`src/rtl/vop2_operand_fetch.sv`:
```
// VOP2 decode and operand-fetch stage: decodes the instruction dword, resolves SRC0 and VSRC1,
// and hands opcode, destination and both operands to the ALU over a valid/ready handshake.
module vop2_operand_fetch (
  input  logic        clk,
  input  logic        rst,
  input  logic        inst_valid,
  output logic        inst_ready,
  input  logic [31:0] inst_word,
  output logic [6:0]  sgpr_rd_addr,
  input  logic [31:0] sgpr_rd_data,
  output logic        vgpr_rd_en,
  output logic [7:0]  vgpr_rd_addr0,
  output logic [7:0]  vgpr_rd_addr1,
  input  logic [31:0] vgpr_rd_data0,
  input  logic [31:0] vgpr_rd_data1,
  output logic        alu_valid,
  input  logic        alu_ready,
  output logic [5:0]  alu_op,
  output logic [7:0]  alu_vdst,
  output logic [31:0] alu_src0,
  output logic [31:0] alu_src1,
  output logic        illegal_inst,
  output logic        illegal_src
);

  typedef enum logic [2:0] {StIdle, StWaitLit, StRead, StCapture, StOut} state_e;

  state_e      state_q;
  logic [5:0]  op_q;
  logic [7:0]  vdst_q;
  logic [7:0]  vsrc1_q;
  logic [8:0]  src0_q;
  logic [31:0] lit_q;
  logic [31:0] src0_val_q;

  logic [8:0]  in_src0;
  logic        in_reserved;
  logic [31:0] src0_res;

  assign in_src0    = inst_word[8:0];
  assign inst_ready = !rst && (state_q == StIdle || state_q == StWaitLit);

  always_comb begin
    in_reserved = ((in_src0 >= 9'd106) && (in_src0 <= 9'd127)) ||
                  ((in_src0 >= 9'd209) && (in_src0 <= 9'd239)) ||
                  ((in_src0 >= 9'd248) && (in_src0 <= 9'd254));
  end

  // Non-VGPR SRC0 resolution; reserved codes and VGPR codes fall through to zero here.
  always_comb begin
    src0_res = '0;
    if (src0_q[8]) begin
      src0_res = '0;
    end else if (src0_q <= 9'd105) begin
      src0_res = sgpr_rd_data;
    end else if ((src0_q >= 9'd129) && (src0_q <= 9'd192)) begin
      src0_res = {23'd0, src0_q} - 32'd128;
    end else if ((src0_q >= 9'd193) && (src0_q <= 9'd208)) begin
      src0_res = 32'd192 - {23'd0, src0_q};
    end else if ((src0_q >= 9'd240) && (src0_q <= 9'd247)) begin
      unique case (src0_q[2:0])
        3'd0: src0_res = 32'h3F00_0000;
        3'd1: src0_res = 32'hBF00_0000;
        3'd2: src0_res = 32'h3F80_0000;
        3'd3: src0_res = 32'hBF80_0000;
        3'd4: src0_res = 32'h4000_0000;
        3'd5: src0_res = 32'hC000_0000;
        3'd6: src0_res = 32'h4080_0000;
        3'd7: src0_res = 32'hC080_0000;
      endcase
    end else if (src0_q == 9'd255) begin
      src0_res = lit_q;
    end
  end

  always_ff @(posedge clk or posedge rst) begin
    if (rst) begin
      state_q       <= StIdle;
      op_q          <= '0;
      vdst_q        <= '0;
      vsrc1_q       <= '0;
      src0_q        <= '0;
      lit_q         <= '0;
      src0_val_q    <= '0;
      sgpr_rd_addr  <= '0;
      vgpr_rd_en    <= 1'b0;
      vgpr_rd_addr0 <= '0;
      vgpr_rd_addr1 <= '0;
      alu_valid     <= 1'b0;
      alu_op        <= '0;
      alu_vdst      <= '0;
      alu_src0      <= '0;
      alu_src1      <= '0;
      illegal_inst  <= 1'b0;
      illegal_src   <= 1'b0;
    end else begin
      illegal_inst <= 1'b0;
      illegal_src  <= 1'b0;
      vgpr_rd_en   <= 1'b0;
      case (state_q)
        StIdle: begin
          if (inst_valid) begin
            op_q    <= inst_word[30:25];
            vdst_q  <= inst_word[24:17];
            vsrc1_q <= inst_word[16:9];
            src0_q  <= in_src0;
            if (inst_word[31]) begin
              illegal_inst <= 1'b1;
            end else begin
              illegal_src <= in_reserved;
              if (in_src0 == 9'd255) begin
                state_q <= StWaitLit;
              end else begin
                state_q       <= StRead;
                vgpr_rd_en    <= 1'b1;
                vgpr_rd_addr0 <= inst_word[7:0];
                vgpr_rd_addr1 <= inst_word[16:9];
                sgpr_rd_addr  <= inst_word[6:0];
              end
            end
          end
        end
        StWaitLit: begin
          if (inst_valid) begin
            lit_q         <= inst_word;
            state_q       <= StRead;
            vgpr_rd_en    <= 1'b1;
            vgpr_rd_addr0 <= src0_q[7:0];
            vgpr_rd_addr1 <= vsrc1_q;
            sgpr_rd_addr  <= src0_q[6:0];
          end
        end
        StRead: begin
          src0_val_q <= src0_res;
          state_q    <= StCapture;
        end
        StCapture: begin
          alu_src1  <= vgpr_rd_data1;
          alu_src0  <= src0_q[8] ? vgpr_rd_data0 : src0_val_q;
          alu_op    <= op_q;
          alu_vdst  <= vdst_q;
          alu_valid <= 1'b1;
          state_q   <= StOut;
        end
        StOut: begin
          if (alu_ready) begin
            alu_valid <= 1'b0;
            state_q   <= StIdle;
          end
        end
        default: state_q <= StIdle;
      endcase
    end
  end

endmodule

```
`config.mk`:
```
export PLATFORM = sky130hd
export DESIGN_NAME = vop2_operand_fetch
export DESIGN_NICKNAME = d
export VERILOG_FILES = /design/src/rtl/vop2_operand_fetch.sv
export SDC_FILE = /design/constraint.sdc
export NUM_CORES = 1
export LEC_CHECK = 0
export ABC_CLOCK_PERIOD_IN_PS = 7500
export CORE_ASPECT_RATIO = 1.1
export CORE_MARGIN = 2
export CORE_UTILIZATION = 49
export CTS_CLUSTER_DIAMETER = 50
export DETAILED_ROUTE_END_ITERATION = 16
export GPL_ROUTABILITY_DRIVEN = 0
export GPL_TIMING_DRIVEN = 0
export PLACE_DENSITY = 0.81
export SLEW_MARGIN = 10
export SYNTH_ARGS = -nofsm -noshare
export SYNTH_HDL_FRONTEND = slang
export SYNTH_SLANG_ARGS = --single-unit
```
`constraint.sdc`:
```
create_clock -name clk -period 7.5 [get_ports clk]
set_clock_uncertainty 0.2 [all_clocks]
set_input_delay 1.5 -clock clk [delete_from_list [all_inputs] [get_ports clk]]
set_output_delay 1.5 -clock clk [all_outputs]
set_load 0.01 [all_outputs]
```
==> summary.md, run 1 <==
| Metric | Value |
|---|---|
| CTS tree | done |
| Global route overflow | 0 |
| Worst Setup SP | rst |
| Worst Tran Pin Value | 1.14 ns |
| Max incr delay on CP | 0.57 ns |
| Vias per inst | approximately 5.6 |
| Layout cells sized above 1 | 16.2% |
| Synth unique cells | 59 |
| Yosys reg bits | ~200 |
| Netlist Area Pre-Place | 8820 µm² |
| Hold Worst Slack | 0.280 ns |
| CTS root buf | clkbuf_16 |
| Via count | 6,946 |
| Gate power share | between 40% and 50% |
| Max_slew headroom | 23.2% |
| Worst-skew pair later-pin latency | 0.44 ns |
| CP top delay family | buffers and inverters |
| Crit path to | inst_ready |
| Maximum buffer depth of the clock tree | 2 |
| Total track usage | between 20% and 30% |
| Initial antenna violation count | 0 |
| Startpoint types | primary input |
| Worst Reg-to-Reg Cells | 10 |
| Setup CP Type | in -> out |
| Placed Area | 11,500 µm² |
| Tot Pwr | between 5 and 6 mW |
| Reg clk slew, reported paths | 0.07 ns |
| Worst-path cell chain | clkdlybuf4s50_1 -> nor3_1 -> clkdlybuf4s50_1 |
| Max Cap Viol | 0 |
| Seq/Total Area, Yosys | a little under three fifths |
| Sw frac | 36.1% |
| First-pass GRT wire length | 37.4 mm |
| # setup viols final | 0 |
| Core area | 17,700 µm² |
| Slew Limit Fails | 0 |
| Leak | 5.01 nW |
| Crit path buffers/inverters | 2 |
| Post-Syn Instances | 741 |
| Pre-CTS setup slack | 3.05 ns |
| Tmin final | 4.45 ns |
| Nets | 1,136 |
| Dpl hpwl | ~18 mm |
| Critical Path Most Common Cell | clkdlybuf4s50_1 |
| Leading post-synthesis cells by cell area | dfrtp_1 56%, mux2_2 13%, mux2i_1 5.6% |
| Avg WL per Cell | 19.4 µm |
| Final ANT Viol Nets | 0 |
| P_int | 3.23 mW |
| Reg2reg start | src0_q[8] |
| Number of synthesized flops with an enable pin | 0 |
| Number of warning messages in the yosys log | 0 |
| I/O pin count | approximately 240 |
| R2r setup slk | 3.92 ns |
| Die X | 132 µm |
| Initial core utilization | 49.9% |
| PD cells | approximately 420 nW/µm² |
| Syn_area_per_cell | 11.9 µm² |
| Top cells by count, synth | 196 x dfrtp_1, 101 x mux2_2, 75 x nand2_1 |
| Dpl cells | about 1,200 |
| DRT iter0 DRCs | 422 |
| Vias in the first global route | 6,985 |
| Clk pwr share | 17.1% |
| Area growth, synth to finish | 37.0% |
| Worst setup EP type | output pin |
| Setup ws final | 3.05 ns |
| Fmax | 225 MHz |
| Clock sink total | 196 |
| Status | finished clean |
| Die ar. | 19,100 µm² |
| H-Tree Depth | 4 |
| Hold Path Class | reg -> reg |
| DR pass1 iterations | 7 |
| Port buffer count | 237 |
| Pin count of the biggest net entering global routing | approximately 110 |
| Fin crit share | roughly 60% |
| Worst reg2reg endpoint | src0_val_q[16] |
| Sequential share of power | between 30 and 40% |
| RSZ-0062 raised after global routing | no |
| Post-CTS Repair Setup Buffers | 0 |
| Cts bufs inserted | 17 |
| Peak VDD IR | 0.000241 V |
| Post-synth top flop | dfrtp_1 |
| Rows | slightly above 50 |
| Routed WL | 24.2 mm |
| Die height | 145 µm |
| Async set-or-reset flop fraction in the synthesized netlist | 100% |
| Top-area cell type share of the netlist area | 55.6% |
| Finished Layout Cells | 1,250 |
| Post-synth top area cell | dfrtp_1 |
| Design area | 12,100 µm² |
| Slowest stage cell on the critical path | clkdlybuf4s50_1 |
| CP required | 5.80 ns |
| Crit. path cell count | 3 |
| Count leader, synth | dfrtp_1 |
| # hold bufs at CTS | 0 |
| Final hold vios | 0 |
| DRC errors left | 0 |
| CP max FO | 2 |
| Crit path DAT | 2.75 ns |
| Post-Syn Nets | 879 |
| P_sw | 1.82 mW |
| CTS resizes | 0 |
-- routing by layer --
| layer | vias to the layer above | GRT usage, % | wire (µm) |
|---|---|---|---|
| li1 | 3180 | - | - |
| met1 | 3455 | 32.5 | 10100 |
| met5 | - | 0 | 0 |
| met4 | 0 | 8.75 | 457 |
| met2 | 272 | 43.0 | 12000 |
| met3 | 39 | 5.29 | 1660 |
-- layout by cell type, fill, tap and decap left out, drive strengths merged, types with 15 or more instances in the layout --
| cell | instances |
|---|---|
| mux2 | 101 |
| a21oi | 35 |
| dfrtp | 196 |
| o21ai | 54 |
| buf | 29 |
| clkbuf | 53 |
| inv | 15 |
| nor2 | 31 |
| nand2 | 75 |
| a221o | 23 |
| mux2i | 49 |
| clkdlybuf4s50 | 237 |
-- sequential cells by signal (all words and copies together), names as in the netlist, 8 cells and up --
signal         cells
vgpr_rd_addr1      8
alu_vdst           8
vdst_q             8
vsrc1_q            8
src0_val_q        32
src0_q             9
alu_src1          32
alu_src0          32
lit_q             32
-- worst min-delay path, delay by kind of cell, from the launching register on --
| family | cells | cell delay [ns] |
|---|---|---|
| compound gates | 1 | 0.06 |
| simple gates | 1 | 0.04 |
| flops | 1 | 0.34 |
-- kinds of logic after synthesis --
logic type	synth area share (%)
adders and majority gates	0.851
xor gates and xnor gates	0.199
and+or+nand+nor	7.72
buffers and inverters	3.76
muxes	18.5
AOI/OAI and AO/OA	13.4
DFF	55.6
-- power by group through the flow --
stage	logic, mW	registers (mW)	clock network, mW
global placement	2.29	1.81	0
floorplan	1.29	1.89	0
detailed placement	2.36	1.83	0
CTS	2.37	1.82	0.879
global route	2.54	1.88	0.925
finish	2.36	1.82	0.866
-- worst min-delay path by stage --
stage,start,to,slack [ns],depth (start not counted)
after floorplan,src0_val_q[2],src0_val_q[2],0.25,1
after global placement,alu_src0[2],alu_src0[2],0.26,2
after detailed placement,alu_src0[10],alu_src0[10],0.27,2
after CTS,alu_src0[10],alu_src0[10],0.29,2
after global routing,alu_src0[10],alu_src0[10],0.31,2
final,alu_src0[10],alu_src0[10],0.28,2
-- layout make-up --
class	instances	area [µm²]
fill	1358	5590
sequential	196	4900
multi-input combinational	474	3580
timing repair buffer	238	2400
clock buffer	21	460
tap	238	298
buffer	60	290
clock inverter	11	95.1
inverter	11	48.8
antenna	1	2.50
-- per-stage QoR --
stage,utilization (%),setup TNS (ns)
floorplan,-,0
global placement,65.0,-423.00
detailed placement,65.2,0
CTS,68.3,0
global route,68.3,0
finish,68.4,0
No activity file was read; power rests on OpenSTA's default activity.
==> run 2: changes to the inputs <==
--- a/config.mk
+++ b/config.mk
@@ -5,7 +5,7 @@
 export SDC_FILE = /design/constraint.sdc
 export NUM_CORES = 1
 export LEC_CHECK = 0
-export ABC_CLOCK_PERIOD_IN_PS = 7500
+export ABC_CLOCK_PERIOD_IN_PS = 4180
 export CORE_ASPECT_RATIO = 1.1
 export CORE_MARGIN = 2
 export CORE_UTILIZATION = 49
==> constraint.sdc (replaced) <==
create_clock -name clk -period 4.18 [get_ports clk]
set_clock_uncertainty 0.2 [all_clocks]
set_input_delay 0.836 -clock clk [delete_from_list [all_inputs] [get_ports clk]]
set_output_delay 0.836 -clock clk [all_outputs]
set_load 0.01 [all_outputs]
==> run 2 against run 1 <==
Effect of this change:
- cell count increased by 0.24%
- highest routed layer unchanged
- clock power is 85% higher
- core utilization is 0.51 points higher
- largest power group unchanged
- critical path depth grew 7
- largest cell class unchanged
==> summary.md, run 2 (synthesis gave the netlist of run 1 again) <==
| Metric | Value |
|---|---|
| Final hold vios | 0 |
| Pin count of the biggest net entering global routing | 39 |
| Core area | ~18,000 µm² |
| Worst Tran Pin Value | roughly 1.1 ns |
| Status | finished clean |
| Avg WL per Cell | ~19 µm |
| DRC errors left | 0 |
| P_int | roughly 5.8 mW |
| Max Cap Viol | 0 |
| Fmax | 286 MHz |
| Die height | 145 µm |
| Placed Area | 11,600 µm² |
| Startpoint types | flop |
| Post-CTS Repair Setup Buffers | 0 |
| Hold Path Class | reg -> reg |
| Reg clk slew, reported paths | 0.07 ns |
| H-Tree Depth | 4 |
| DR pass1 iterations | 5 |
| Clock sink total | 196 |
| Global route overflow | 0 |
| Worst-skew pair later-pin latency | 0.43 ns |
| Sw frac | 36.3% |
| Gate power share | ~46% |
| Layout cells sized above 1 | between 15 and 20% |
| CP max FO | 10 |
| Cts bufs inserted | 17 |
| Fin util | a little under 70% |
| Fin crit share | 83.7% |
| Worst setup EP type | flop |
| Fill cells | 1,360 |
| Leak | 5.05 nW |
| Routed WL | 24.0 mm |
| CTS tree | done |
| # setup viols final | 0 |
| Vias in the first global route | 6,952 |
| Via count | 6,964 |
| Vias per inst | between 5 and 6 |
| Initial core utilization | 49.9% |
| First-pass GRT wire length | 37.7 mm |
| Die X | 132 µm |
| N_diodes | 0 |
| Maximum buffer depth of the clock tree | 2 |
| CP required | 4.35 ns |
| Commonest cells after routing, fill and taps aside | 237 x clkdlybuf4s50_1, 196 x dfrtp_1, 101 x mux2_2 |
| Dpl hpwl | 17.9 mm |
| Slew Limit Fails | 0 |
| Sequential share of power | 36.0% |
| Peak VDD IR | 0.000382 V |
| Max_slew headroom | 23.7% |
| CTS resizes | 0 |
| Most common cell after layout, fill and taps aside | clkdlybuf4s50_1 |
| Nets | between 1,000 and 1,500 |
| Tmin final | ~3.5 ns |
| Die ar. | between 15,000 and 20,000 µm² |
| PD cells | 747 nW/µm² |
| Area growth, synth to finish | 38.0% |
| Final ANT Viol Nets | 0 |
| P_sw | 3.30 mW |
| Design area | about 12,000 µm² |
| # hold bufs at CTS | 0 |
| Initial antenna violation count | 0 |
| Clk pwr share | 17.6% |
| CTS root buf | clkbuf_16 |
| I/O pin count | ~240 |
| DRT iter0 DRCs | 471 |
| Total track usage | 25.4% |
| Crit path DAT | about 3.7 ns |
| Rows | 51 |
| RSZ-0062 raised after global routing | no |
| Port buffer count | 237 |
| Setup CP Type | reg -> reg |
-- run 2: changes by cell type in the layout (fill, tap and decap cells not counted), sizes merged --
cell      before  now
clkinvlp       4    3
buf           29   33
clkbuf        53   50
diode          1    0
inv           15   19
-- run 2: final timing paths --
check	to	slack, ns	from	cells past startpoint
max	src0_val_q[15]	0.68	src0_q[7]	10
max in group asynchronous	alu_src1[1]	2.19	rst	4
min in group asynchronous	illegal_inst	0.70	rst	2
min reg2reg	alu_src0[24]	0.29	alu_src0[24]	2
min	alu_src0[24]	0.29	alu_src0[24]	2
max reg2reg	src0_val_q[15]	0.68	src0_q[7]	10
-- run 2: critical path: stages, from the launching register on --
cell and delay, ns:
dfrtp_1 0.35, clkbuf_1 0.39, inv_1 0.17, ha_1 0.26
nor2b_1 0.14, a222oi_1 0.53, nand2_1 0.35, a311oi_4 0.50
buf_6 0.21, a21boi_1 0.21, a221o_1 0.13
-- run 2: stage by stage --
stage / total power [mW] / cells / setup TNS (ns) / setup slack [ns] / hold slack [ns]
floorplan: 5.69 / 741 / 0 / 0.612 / 0.249
global placement: 7.37 / 1216 / -185.83 / -0.968 / 0.261
detailed placement: 7.52 / 1221 / 0 / 0.751 / 0.272
CTS: 9.13 / 1253 / 0 / 0.734 / 0.285
global route: 9.64 / 1253 / 0 / 0.565 / 0.306
finish: 9.09 / 1253 / 0 / 0.681 / 0.286
-- run 2: power groups by stage --
stage / combinational, mW / sequential, mW / clock [mW]
detailed placement: 4.23 / 3.29 / 0
global placement: 4.11 / 3.26 / 0
finish: 4.22 / 3.27 / 1.60
global route: 4.56 / 3.37 / 1.70
floorplan: 2.31 / 3.38 / 0
CTS: 4.24 / 3.26 / 1.62
-- run 2: layout make-up --
class / count / area [µm²] / share of cell area, %
clock buffer: 18 / 439 / 3.61
timing repair buffer: 242 / 2480 / 20.4
multi-input combinational: 474 / 3580 / 29.4
tap: 238 / 298 / 2.45
clock inverter: 14 / 133 / 1.09
buffer: 60 / 290 / 2.38
sequential: 196 / 4900 / 40.3
inverter: 11 / 45.0 / 0.370
-- run 2: metal layers --
layer | global-route usage, % | share of wire [%]
met5 | 0 | 0
met4 | 9.50 | 2.1
met3 | 5.15 | 6.5
met2 | 42.0 | 49
met1 | 33.3 | 42
==> run 3: changes to the inputs <==
--- a/config.mk
+++ b/config.mk
@@ -5,7 +5,7 @@
 export SDC_FILE = /design/constraint.sdc
 export NUM_CORES = 1
 export LEC_CHECK = 0
-export ABC_CLOCK_PERIOD_IN_PS = 4180
+export ABC_CLOCK_PERIOD_IN_PS = 3400
 export CORE_ASPECT_RATIO = 1.1
 export CORE_MARGIN = 2
 export CORE_UTILIZATION = 49
==> constraint.sdc (replaced) <==
create_clock -name clk -period 3.4 [get_ports clk]
set_clock_uncertainty 0.2 [all_clocks]
set_input_delay 0.68 -clock clk [delete_from_list [all_inputs] [get_ports clk]]
set_output_delay 0.68 -clock clk [all_outputs]
set_load 0.01 [all_outputs]
==> run 3 against run 2 <==
Effect of this change:
- combinational power up 24%
- power is 23% higher
- maximum frequency grew 8.8%
- first-iteration DRC count grew 6.4%
- sequential power rose by 23%
- non-clock buffer count up 2
- clock power is 23% higher
- largest cell class unchanged
- largest power group unchanged
- highest routed layer unchanged
==> summary.md, run 3 (synthesis gave the netlist of run 1 again) <==
| Metric | Value |
|---|---|
| Slowest stage cell on the critical path | a222oi_1 |
| Hold Worst Slack | 0.287 ns |
| Reg clk slew, reported paths | about 0.08 ns |
| # hold bufs at CTS | 0 |
| # setup viols final | 0 |
| Setup ws final | 0.185 ns |
| Hold depth | 2 |
| Hold Path Class | reg -> reg |
| CTS root buf | clkbuf_16 |
| Most common cell after layout, fill and taps aside | clkdlybuf4s50_1 |
| Dpl hpwl | between 15 and 20 mm |
| Fmax | 311 MHz |
| Cts bufs inserted | 17 |
| Via count | slightly below 7,000 |
| Placed Area | 11,600 µm² |
| Sequential share of power | 35.8% |
| Layout cells sized above 1 | between 10% and 20% |
| Gate power share | 46.6% |
| Core area | 17,700 µm² |
| TNS Setup | 0 ns |
| Startpoint types | flop |
| Fin crit share | a little over nine tenths |
| RSZ-0062 raised after global routing | no |
| Vias per inst | 5.55 |
| R2r setup slk | 0.19 ns |
| N_diodes | 0 |
| First-pass GRT wire length | 37.7 mm |
| Max_slew headroom | a little under half |
| Worst setup EP type | flop |
| PD cells | 919 nW/µm² |
| Crit path buffers/inverters | 3 |
| CP max FO | 9 |
| Slew Limit Fails | 0 |
| Worst Setup SP | src0_q[8] |
| Die ar. | 19,100 µm² |
| Total track usage | 25.4% |
| Die X | 132 µm |
| Worst reg2reg endpoint | src0_val_q[18] |
| Rows | approximately 50 |
| DR pass1 iterations | 5 |
| DRT iter0 DRCs | 501 |
| Hold EP | alu_src0[24] |
| Worst Reg-to-Reg Cells | 10 |
| Status | finished clean |
| P_int | 7.14 mW |
| Peak VDD IR | 0.000470 V |
| Beginning of the worst hold path | alu_src0[24] |
| Reg2reg start | src0_q[8] |
| DRC errors left | 0 |
| Die height | 145 µm |
| H-Tree Depth | 4 |
| Final ANT Viol Nets | 0 |
| Final hold vios | 0 |
| Avg WL per Cell | 19.1 µm |
| Routed WL | between 20 and 25 mm |
| Vias in the first global route | 6,967 |
| Clk pwr share | 17.6% |
| Area growth, synth to finish | 38.3% |
| I/O pin count | approximately 240 |
| Tot Pwr | 11.2 mW |
| Leak | 5.07 nW |
| Fin util | 69.0% |
| P_sw | ~4 mW |
| Worst Tran Pin Value | 0.803 ns |
| Global route overflow | 0 |
| Max Cap Viol | 0 |
| Dpl cells | 1,221 |
| Pin count of the biggest net entering global routing | 39 |
| Clock sink total | 196 |
| Tmin final | 3.21 ns |
| Max incr delay on CP | 0.41 ns |
| Pre-CTS setup slack | -0.0294 ns |
| CP required | 3.58 ns |
| Worst-path cell chain | clkbuf_1 -> inv_1 -> ha_1 -> nor2b_1 -> a222oi_1 -> nand2_1 -> a311oi_4 -> buf_4 -> a21boi_0 -> a221o_1 |
| Commonest cells after routing, fill and taps aside | 237 x clkdlybuf4s50_1, 196 x dfrtp_1, 101 x mux2_2 |
| Sw frac | a little over a third |
| Initial antenna violation count | 0 |
| Finished Layout Cells | 1,255 |
| Crit path DAT | roughly 3.4 ns |
| Nets | about 1,100 |
| Initial core utilization | around half |
| Setup CP Type | reg -> reg |
| Worst-skew pair later-pin latency | 0.43 ns |
| Maximum buffer depth of the clock tree | 2 |
| Port buffer count | 237 |
| CP top delay family | compound AO/OA/AOI/OAI gates |
| Design area | 12,200 µm² |
| CTS tree | done |
run 3: per-layer routing:
layer | vias up | wire length [µm] | track usage, %
met5 | - | 0 | 0
met4 | 0 | 507 | 9.50
met3 | 40 | 1730 | 5.15
met2 | 276 | 11800 | 42.1
met1 | 3452 | 10000 | 33.3
li1 | 3191 | - | -
run 3: tightest hold or removal path, stage by stage, from the launching register on:
cell     delay, ns
dfrtp_1       0.34
nand2_1       0.05
o21ai_0       0.06
run 3: layout make-up:
class / instances / area (µm²)
fill: 1356 / 5480
sequential: 196 / 4900
tap: 238 / 298
clock buffer: 18 / 439
timing repair buffer: 244 / 2490
inverter: 11 / 45.0
clock inverter: 14 / 133
multi-input combinational: 474 / 3590
buffer: 60 / 292
run 3: how the worst max path moves through the flow:
stage,end,slack [ns],depth (start not counted)
2_1_floorplan,alu_op[0],-0.01,1
3_3_place_gp,alu_src1[23],-1.59,2
3_5_place_dp,src0_val_q[14],-0.03,10
4_1_cts,src0_val_q[14],0.18,10
5_1_grt,src0_val_q[18],0.07,10
6_report,src0_val_q[18],0.19,10
run 3: what timing repair did:
item	in CTS	in global routing
pin swaps	1	1
buffers inserted	1	1
setup endpoints to repair	3	8
resized for setup	0	3
run 3: power groups by stage:
stage	registers (mW)	clock network, mW	logic [mW]
final	4.02	1.97	5.22
after global routing	4.14	2.09	5.64
after CTS	4.01	2.00	5.23
after detailed placement	4.05	0	5.20
after global placement	4.01	0	5.06
after floorplan	4.16	0	2.84
